$ cat config.mk
export PLATFORM = sky130hd
export DESIGN_NAME = cache_mem_arbiter_flat
export DESIGN_NICKNAME = d
export VERILOG_FILES = /design/src/rtl/cache_mem_arbiter_if.sv /design/src/rtl/cache_mem_arbiter.sv /design/src/flat_wrapper.sv
export SDC_FILE = /design/constraint.sdc
export NUM_CORES = 1
export LEC_CHECK = 0
export CORE_AREA = 2 2 136 138
export CTS_CLUSTER_DIAMETER = 100
export CTS_CLUSTER_SIZE = 12
export DETAILED_ROUTE_END_ITERATION = 12
export DIE_AREA = 0 0 138 140
export PLACE_DENSITY = 0.68
export SLEW_MARGIN = 20
export SYNTH_ARGS = -nofsm -noshare
export SYNTH_HDL_FRONTEND = slang
export SYNTH_SLANG_ARGS = --single-unit
$ cat constraint.sdc
create_clock -name clk -period 6.7 [get_ports clk]
set_input_delay 1.005 -clock clk [delete_from_list [all_inputs] [get_ports clk]]
set_output_delay 1.005 -clock clk [all_outputs]
set_load 0.01 [all_outputs]
$ cat src/rtl/cache_mem_arbiter_if.sv
// rtl/cache_mem_arbiter_if.sv - AXI master bus bundle for the cache memory arbiter
//
// Purpose: groups the five AXI channels (AR, R, AW, W, B) used by the arbiter.
// Modports:
//   master - arbiter side: drives AR/AW/W payload and VALIDs, RREADY, BREADY
//   slave  - memory side: drives ARREADY, AWREADY, WREADY and the R/B channels
interface cache_mem_arbiter_if #(
  parameter int ADDR_W = 32,
  parameter int DATA_W = 32,
  parameter int ID_W   = 4
);
  logic [ID_W-1:0]   arid;
  logic [ADDR_W-1:0] araddr;
  logic [3:0]        arlen;
  logic [2:0]        arsize;
  logic [1:0]        arburst;
  logic              arvalid;
  logic              arready;

  logic [ID_W-1:0]   rid;
  logic [DATA_W-1:0] rdata;
  logic [1:0]        rresp;
  logic              rlast;
  logic              rvalid;
  logic              rready;

  logic [ID_W-1:0]   awid;
  logic [ADDR_W-1:0] awaddr;
  logic [3:0]        awlen;
  logic [2:0]        awsize;
  logic [1:0]        awburst;
  logic              awvalid;
  logic              awready;

  logic [DATA_W-1:0] wdata;
  logic [3:0]        wstrb;
  logic              wlast;
  logic              wvalid;
  logic              wready;

  logic [ID_W-1:0]   bid;
  logic [1:0]        bresp;
  logic              bvalid;
  logic              bready;

  modport master (
    output arid, araddr, arlen, arsize, arburst, arvalid,
    input  arready,
    input  rid, rdata, rresp, rlast, rvalid,
    output rready,
    output awid, awaddr, awlen, awsize, awburst, awvalid,
    input  awready,
    output wdata, wstrb, wlast, wvalid,
    input  wready,
    input  bid, bresp, bvalid,
    output bready
  );

  modport slave (
    input  arid, araddr, arlen, arsize, arburst, arvalid,
    output arready,
    output rid, rdata, rresp, rlast, rvalid,
    input  rready,
    input  awid, awaddr, awlen, awsize, awburst, awvalid,
    output awready,
    input  wdata, wstrb, wlast, wvalid,
    output wready,
    output bid, bresp, bvalid,
    input  bready
  );
endinterface

$ cat src/rtl/cache_mem_arbiter.sv
// rtl/cache_mem_arbiter.sv - round-robin I/D cache arbiter onto one AXI master port
//
// Purpose: arbitrates the I-cache and D-cache req/wait interfaces, latches the
// winner and runs either a RD_BEATS line-fill INCR read or a single-beat write.
// Ports:
//   clk, rst                     clock, asynchronous active-high reset
//   i_req/i_addr                 I-cache read request (read only)
//   i_wait/i_rdata/i_rvalid      I-cache stall and read beats
//   d_req/d_write/d_addr/
//   d_wdata/d_type               D-cache request, write data right-aligned
//   d_wait/d_rdata/d_rvalid      D-cache stall and read beats
//   bus_err                      pulse at completion if any RRESP/BRESP was nonzero
//   axi                          AXI master channels (cache_mem_arbiter_if.master)
module cache_mem_arbiter #(
  parameter int ADDR_W   = 32,
  parameter int DATA_W   = 32,
  parameter int ID_W     = 4,
  parameter int RD_BEATS = 4
) (
  input  logic              clk,
  input  logic              rst,
  input  logic              i_req,
  input  logic [ADDR_W-1:0] i_addr,
  output logic              i_wait,
  output logic [DATA_W-1:0] i_rdata,
  output logic              i_rvalid,
  input  logic              d_req,
  input  logic              d_write,
  input  logic [ADDR_W-1:0] d_addr,
  input  logic [DATA_W-1:0] d_wdata,
  input  logic [1:0]        d_type,
  output logic              d_wait,
  output logic [DATA_W-1:0] d_rdata,
  output logic              d_rvalid,
  output logic              bus_err,
  cache_mem_arbiter_if.master axi
);
  localparam int OFF_W = $clog2(RD_BEATS * 4);
  localparam logic [ADDR_W-1:0] LINE_MASK = ~((ADDR_W'(1) << OFF_W) - ADDR_W'(1));

  typedef enum logic [2:0] {S_IDLE, S_AR, S_R, S_AW, S_W, S_B} state_t;

  state_t            state, state_nxt;
  // owner / last_grant / grant_d: 0 = I-cache, 1 = D-cache
  logic              owner, last_grant, grant_vld, grant_d;
  logic [ADDR_W-1:0] lat_addr;
  logic [DATA_W-1:0] lat_wdata;
  logic [1:0]        lat_type;
  logic              err_acc;
  logic              beat, rd_done, wr_done, done;
  logic              ar_on, aw_on, w_on;
  logic              unused_id;

  always_ff @(posedge clk or posedge rst) begin
    if (rst) begin
      state      <= S_IDLE;
      owner      <= 1'b0;
      last_grant <= 1'b0;
      lat_addr   <= '0;
      lat_wdata  <= '0;
      lat_type   <= 2'd0;
      err_acc    <= 1'b0;
    end else begin
      state <= state_nxt;
      if (grant_vld) begin
        owner      <= grant_d;
        last_grant <= grant_d;
        lat_addr   <= grant_d ? d_addr : i_addr;
        lat_wdata  <= grant_d ? d_wdata : '0;
        lat_type   <= grant_d ? d_type : 2'd0;
      end
      if (state == S_IDLE)
        err_acc <= 1'b0;
      else if ((beat && axi.rresp != 2'b00) || (state == S_B && axi.bvalid && axi.bresp != 2'b00))
        err_acc <= 1'b1;
    end
  end

  always_comb begin
    state_nxt = state;
    grant_vld = 1'b0;
    grant_d   = 1'b0;
    unique case (state)
      S_IDLE: begin
        if (i_req && d_req) begin
          grant_vld = 1'b1;
          grant_d   = ~last_grant;  // tie goes to whoever did not win last
        end else if (i_req || d_req) begin
          grant_vld = 1'b1;
          grant_d   = d_req;
        end
        if (grant_vld)
          state_nxt = (grant_d && d_write) ? S_AW : S_AR;
      end
      S_AR:    if (axi.arready) state_nxt = S_R;
      S_R:     if (axi.rvalid && axi.rlast) state_nxt = S_IDLE;
      S_AW:    if (axi.awready) state_nxt = S_W;
      S_W:     if (axi.wready) state_nxt = S_B;
      S_B:     if (axi.bvalid) state_nxt = S_IDLE;
      default: state_nxt = S_IDLE;
    endcase
  end

  assign beat    = (state == S_R) && axi.rvalid;
  assign rd_done = beat && axi.rlast;
  assign wr_done = (state == S_B) && axi.bvalid;
  assign done    = rd_done || wr_done;

  assign i_wait   = i_req && !(!owner && done);
  assign d_wait   = d_req && !(owner && done);
  assign i_rvalid = beat && !owner;
  assign d_rvalid = beat && owner;
  assign i_rdata  = i_rvalid ? axi.rdata : '0;
  assign d_rdata  = d_rvalid ? axi.rdata : '0;
  assign bus_err  = done && (err_acc || (rd_done && axi.rresp != 2'b00) ||
                             (wr_done && axi.bresp != 2'b00));

  // Routing relies on the latched owner; returned IDs are deliberately ignored.
  assign unused_id = ^{axi.rid, axi.bid};

  assign ar_on = (state == S_AR);
  assign aw_on = (state == S_AW);
  assign w_on  = (state == S_W);

  assign axi.arvalid = ar_on;
  assign axi.arid    = ar_on ? ID_W'(owner) : '0;
  assign axi.araddr  = ar_on ? (lat_addr & LINE_MASK) : '0;
  assign axi.arlen   = ar_on ? 4'(RD_BEATS - 1) : 4'd0;
  assign axi.arsize  = ar_on ? 3'd2 : 3'd0;
  assign axi.arburst = ar_on ? 2'b01 : 2'b00;
  assign axi.rready  = (state == S_R);

  assign axi.awvalid = aw_on;
  assign axi.awid    = aw_on ? ID_W'(1) : '0;
  assign axi.awaddr  = aw_on ? lat_addr : '0;
  assign axi.awlen   = 4'd0;
  assign axi.awsize  = aw_on ? 3'd2 : 3'd0;
  assign axi.awburst = aw_on ? 2'b01 : 2'b00;

  assign axi.wvalid  = w_on;
  assign axi.wlast   = w_on;
  assign axi.bready  = (state == S_B);

  // Sub-word writes replicate the datum across lanes so the strobe alone selects it.
  always_comb begin
    axi.wstrb = 4'b0000;
    axi.wdata = '0;
    if (w_on) begin
      unique case (lat_type)
        2'd0: begin
          axi.wstrb = 4'b0001 << lat_addr[1:0];
          axi.wdata = {4{lat_wdata[7:0]}};
        end
        2'd1: begin
          axi.wstrb = 4'b0011 << {lat_addr[1], 1'b0};
          axi.wdata = {2{lat_wdata[15:0]}};
        end
        default: begin
          axi.wstrb = 4'b1111;
          axi.wdata = lat_wdata;
        end
      endcase
    end
  end
endmodule

$ cat src/flat_wrapper.sv
// flat-port wrapper written by rule: the top's interface ports become plain ports
module cache_mem_arbiter_flat 
#(
  parameter int ADDR_W   = 32,
  parameter int DATA_W   = 32,
  parameter int ID_W     = 4,
  parameter int RD_BEATS = 4
)
  (clk, rst, i_req, i_addr, i_wait, i_rdata, i_rvalid, d_req, d_write, d_addr, d_wdata, d_type, d_wait, d_rdata, d_rvalid, bus_err, axi_arid, axi_araddr, axi_arlen, axi_arsize, axi_arburst, axi_arvalid, axi_arready, axi_rid, axi_rdata, axi_rresp, axi_rlast, axi_rvalid, axi_rready, axi_awid, axi_awaddr, axi_awlen, axi_awsize, axi_awburst, axi_awvalid, axi_awready, axi_wdata, axi_wstrb, axi_wlast, axi_wvalid, axi_wready, axi_bid, axi_bresp, axi_bvalid, axi_bready);
  cache_mem_arbiter_if #(.ADDR_W(ADDR_W), .DATA_W(DATA_W), .ID_W(ID_W)) axi_i ();
  input  logic clk;
  input  logic rst;
  input  logic i_req;
  input  logic [ADDR_W-1:0] i_addr;
  output logic i_wait;
  output logic [DATA_W-1:0] i_rdata;
  output logic i_rvalid;
  input  logic d_req;
  input  logic d_write;
  input  logic [ADDR_W-1:0] d_addr;
  input  logic [DATA_W-1:0] d_wdata;
  input  logic [1:0] d_type;
  output logic d_wait;
  output logic [DATA_W-1:0] d_rdata;
  output logic d_rvalid;
  output logic bus_err;
  output wire logic [$bits(axi_i.arid)-1:0] axi_arid;
  output wire logic [$bits(axi_i.araddr)-1:0] axi_araddr;
  output wire logic [$bits(axi_i.arlen)-1:0] axi_arlen;
  output wire logic [$bits(axi_i.arsize)-1:0] axi_arsize;
  output wire logic [$bits(axi_i.arburst)-1:0] axi_arburst;
  output wire logic [$bits(axi_i.arvalid)-1:0] axi_arvalid;
  input wire logic [$bits(axi_i.arready)-1:0] axi_arready;
  input wire logic [$bits(axi_i.rid)-1:0] axi_rid;
  input wire logic [$bits(axi_i.rdata)-1:0] axi_rdata;
  input wire logic [$bits(axi_i.rresp)-1:0] axi_rresp;
  input wire logic [$bits(axi_i.rlast)-1:0] axi_rlast;
  input wire logic [$bits(axi_i.rvalid)-1:0] axi_rvalid;
  output wire logic [$bits(axi_i.rready)-1:0] axi_rready;
  output wire logic [$bits(axi_i.awid)-1:0] axi_awid;
  output wire logic [$bits(axi_i.awaddr)-1:0] axi_awaddr;
  output wire logic [$bits(axi_i.awlen)-1:0] axi_awlen;
  output wire logic [$bits(axi_i.awsize)-1:0] axi_awsize;
  output wire logic [$bits(axi_i.awburst)-1:0] axi_awburst;
  output wire logic [$bits(axi_i.awvalid)-1:0] axi_awvalid;
  input wire logic [$bits(axi_i.awready)-1:0] axi_awready;
  output wire logic [$bits(axi_i.wdata)-1:0] axi_wdata;
  output wire logic [$bits(axi_i.wstrb)-1:0] axi_wstrb;
  output wire logic [$bits(axi_i.wlast)-1:0] axi_wlast;
  output wire logic [$bits(axi_i.wvalid)-1:0] axi_wvalid;
  input wire logic [$bits(axi_i.wready)-1:0] axi_wready;
  input wire logic [$bits(axi_i.bid)-1:0] axi_bid;
  input wire logic [$bits(axi_i.bresp)-1:0] axi_bresp;
  input wire logic [$bits(axi_i.bvalid)-1:0] axi_bvalid;
  output wire logic [$bits(axi_i.bready)-1:0] axi_bready;
  assign axi_arid = axi_i.arid;
  assign axi_araddr = axi_i.araddr;
  assign axi_arlen = axi_i.arlen;
  assign axi_arsize = axi_i.arsize;
  assign axi_arburst = axi_i.arburst;
  assign axi_arvalid = axi_i.arvalid;
  assign axi_i.arready = axi_arready;
  assign axi_i.rid = axi_rid;
  assign axi_i.rdata = axi_rdata;
  assign axi_i.rresp = axi_rresp;
  assign axi_i.rlast = axi_rlast;
  assign axi_i.rvalid = axi_rvalid;
  assign axi_rready = axi_i.rready;
  assign axi_awid = axi_i.awid;
  assign axi_awaddr = axi_i.awaddr;
  assign axi_awlen = axi_i.awlen;
  assign axi_awsize = axi_i.awsize;
  assign axi_awburst = axi_i.awburst;
  assign axi_awvalid = axi_i.awvalid;
  assign axi_i.awready = axi_awready;
  assign axi_wdata = axi_i.wdata;
  assign axi_wstrb = axi_i.wstrb;
  assign axi_wlast = axi_i.wlast;
  assign axi_wvalid = axi_i.wvalid;
  assign axi_i.wready = axi_wready;
  assign axi_i.bid = axi_bid;
  assign axi_i.bresp = axi_bresp;
  assign axi_i.bvalid = axi_bvalid;
  assign axi_bready = axi_i.bready;
  cache_mem_arbiter #(.ADDR_W(ADDR_W), .DATA_W(DATA_W), .ID_W(ID_W), .RD_BEATS(RD_BEATS)) u_core (.clk(clk), .rst(rst), .i_req(i_req), .i_addr(i_addr), .i_wait(i_wait), .i_rdata(i_rdata), .i_rvalid(i_rvalid), .d_req(d_req), .d_write(d_write), .d_addr(d_addr), .d_wdata(d_wdata), .d_type(d_type), .d_wait(d_wait), .d_rdata(d_rdata), .d_rvalid(d_rvalid), .bus_err(bus_err), .axi(axi_i));
endmodule
==> results.py <==
metrics = {
    "timing": {
        "fmax_mhz": 233,
        "fin_tns_setup_ps": 0,
        "setup_violations": 0,
        "period_share": 0.641,
        "rsz0062_at_grt": "false",
        "post-route-min-period_ps": 4290,
        "relSlewSlack": 0.316,
        "tightest_slew_ps": 1020,
        "drv_slew": 0,
        "worst_slack_ps": 2410,
        "final_hold_viol_count": 0,
        "finClkSkew_ps": 7.06,
    },
    "logic_synthesis": {
        "yosys.cell_count.top_type": "and2_1",
        "synth_edf_count": 0,
        "synth_cell_types": 47,
        "yosysWarningCount": 0,
        "ys_seq_elements": 71,
        "synth_area_um2": 4950,
        "ys_top_cells_by_area": "dfrtp_1, and2_1, a22o_1, a21oi_1, buf_4",
        "synth_top_flop_cell": "dfrtp_1",
        "synth_common_cells": "and2_1, dfrtp_1, a21oi_1, nor2_1, a22o_1",
        "synth.yosys.seq_area_share": 0.359,
        "async_reset_ff_frac": 1.00,
        "synth_top_cell_by_area": "dfrtp_1",
        "synthCells": 582,
        "synth_top_area_share": 0.359,
        "synth.avg_cell_area_um2": 8.50,
    },
    "floorplanning": {
        "die_y_um": 140,
        "dieWidth_um": 138,
        "io-pin-count": 354,
        "fp-row-count": 49,
        "dieArea_um2": 19300,
        "core_area_um2": 17800,
        "start_util": 0.278,
    },
    "pwr": {
        "combPwrFrac": 0.514,
        "p_leak_nw": 3.43,
        "p_seq_frac": 0.274,
        "ir_drop_uv": 184,
        "p_clk_frac": 0.212,
        "powerDensity_nw_per_um2": 350,
        "p_sw_mw": 1.18,
        "p_int_mw": 1.81,
        "p_sw_frac": 0.395,
    },
    "worst_setup_path": {
        "crit_buf_inv": 3,
        "cp_common_cell": "clkdlybuf4s50_1",
        "cp_slowest_cell": "clkdlybuf4s50_1",
        "reg2reg_depth": 3,
        "cp_top_family": "buffers and inverters",
        "path_depth": 5,
        "criticalPathCategory": "input pin to output port",
        "required_ps": 5690,
        "cp-start-kind": "input pin",
        "path_cells": "clkdlybuf4s50_1, nor4b_4, buf_4, and2_1, clkdlybuf4s50_1",
        "arrival_ps": 3290,
        "worstSetupEndpointType": "output port",
        "cp_max_fo": 19,
        "max_stage_delay_ps": 630,
    },
    "drt": {
        "drc": 0,
        "routed-via-count": 5216,
        "routed_wl_um": 19800,
        "drt-initial-drc-count": 264,
        "wl_per_cell_um": 18.0,
        "first_pass_iters": 4,
        "ant_nets": 0,
        "vias_per_cell": 4.75,
    },
    "clock_network": {
        "cts_root_buf": "clkbuf_16",
        "clockBufferDepth": 2,
        "cts_made_buffers": 9,
        "cts.sinks": 71,
        "post_cts_buffers": 0,
        "cts_tree": "done",
        "postCtsHoldBufs": 0,
        "h-tree-depth": 3,
        "clock_latency_ps": 340,
        "cts_resized": 0,
        "clkTransAtPathRegs_ps": 60,
    },
    "global_route": {
        "grt_pass1_wl_um": 30300,
        "first_global_vias": 5147,
        "overflow": 0,
        "grt_util_all_layers": 0.199,
        "grt_max_degree": 72,
        "grt_antenna_before_repair": 0,
    },
    "final_layout": {
        "drive_above_1_share": 0.0576,
        "area_delta_synth_final_pct": 72.4,
        "num_antenna_cells": 0,
        "layout.nets": 1016,
    },
    "place": {
        "gp_congestion": 0.829,
        "place_hpwl_um": 14400,
        "io_buffers": 323,
        "pre_cts_ws_ps": 2360,
    },
    "min_path": {
        "min_path_type": "flop to flop",
        "worstHoldPathCells": 2,
    },
    "run": {
        "cap_violations": 0,
    },
    "outcome": {
        "status": "finished clean",
    },
}
-- layer usage --
| metal | vias up | GRT usage | routed length [µm] |
|---|---|---|---|
| li1 | 2526 | - | - |
| met3 | 26 | 0.0427 | 1310 |
| met5 | - | 0 | 0 |
| met2 | 225 | 0.348 | 9990 |
| met4 | 0 | 0.0682 | 408 |
| met1 | 2439 | 0.242 | 8090 |
-- worst min-delay path, cell delays in order (launching register included) --
cell	delay, ps
dfrtp_1	330
o21ai_1	60
o31ai_1	60
-- metrics by stage --
| step | total power, mW | hold slack [ps] | cells | utilization | cell area (µm²) |
|---|---|---|---|---|---|
| 2_1_floorplan | 1.73 | 452 | 603 | - | 5030 |
| 3_3_place_gp | 2.36 | 467 | 1080 | 0.457 | 8130 |
| 3_5_place_dp | 2.37 | 476 | 1080 | 0.457 | 8130 |
| 4_1_cts | 3.02 | 490 | 1096 | 0.479 | 8520 |
| 5_1_grt | 3.18 | 511 | 1097 | 0.480 | 8530 |
| 6_report | 2.99 | 488 | 1097 | 0.480 | 8530 |
-- placed cells by master (no fill, tap or decap), types with 2 or more instances in the layout --
master | Yosys | final
a31oi_1 | 3 | 3
a21oi_1 | 53 | 53
clkdlybuf4s50_1 | 0 | 323
a22o_1 | 34 | 34
o31ai_1 | 31 | 31
inv_2 | 2 | 2
o21ai_1 | 29 | 29
nor4b_4 | 1 | 2
buf_4 | 32 | 7
mux2i_1 | 8 | 8
nand2b_1 | 2 | 2
bufinv_16 | 0 | 5
nor2_1 | 46 | 45
conb_1 | 1 | 22
o21ai_0 | 14 | 14
mux2_2 | 8 | 8
and3_1 | 10 | 10
a21boi_0 | 3 | 3
dfrtp_1 | 71 | 71
clkbuf_16 | 0 | 9
inv_1 | 5 | 4
and2_1 | 124 | 124
o22ai_1 | 2 | 2
nand2_1 | 28 | 28
-- cells by family (layout without fill, tap and decap cells) --
logic type | after synthesis | in the layout | share of synthesized area
compound gates | 179 | 179 | 0.235
buf+inv | 90 | 355 | 0.111
flops | 71 | 71 | 0.359
mux | 16 | 16 | 0.0344
other cells | 1 | 22 | 0.000758
simple gates | 225 | 225 | 0.260
-- path summary, 6_finish.rpt --
kind                                         start                  end  slack [ps]
worst max-delay path                    axi_rvalid          i_rdata[26]        2410
worst min-delay path            u_core.lat_addr[3]   u_core.lat_addr[3]         490
worst max register to register     u_core.state[2]  u_core.lat_wdata[3]        4270
worst min register to register  u_core.lat_addr[3]   u_core.lat_addr[3]         490
max in group asynchronous                      rst  u_core.lat_addr[31]        4800
min in group asynchronous                      rst  u_core.lat_wdata[7]        1290
-- sequential cells by signal, summed over array words and instances (netlist names) --
signal / count
u_core.lat_addr: 32
u_core.lat_wdata: 32
u_core.state: 3
u_core.lat_type: 2
u_core.err_acc: 1
u_core.owner: 1
-- area by class of cell --
type,count,area (µm²)
clock buffers,9,225
flip-flops and latches,71,1780
multi-input cells,442,2750
well taps,229,287
repair buffers,331,3300
inverters,8,31.3
fillers,1752,9250
clock inverters,7,168
-- power groups by stage --
stage               combinational, mW  sequential [mW]  clock [mW]
global route                     1.67            0.846       0.670
CTS                              1.56            0.816       0.652
floorplan                        1.02            0.707           0
finish                           1.54            0.817       0.634
detailed placement               1.55            0.820           0
global placement                 1.54            0.818           0
(Power assumes the default switching activity.)
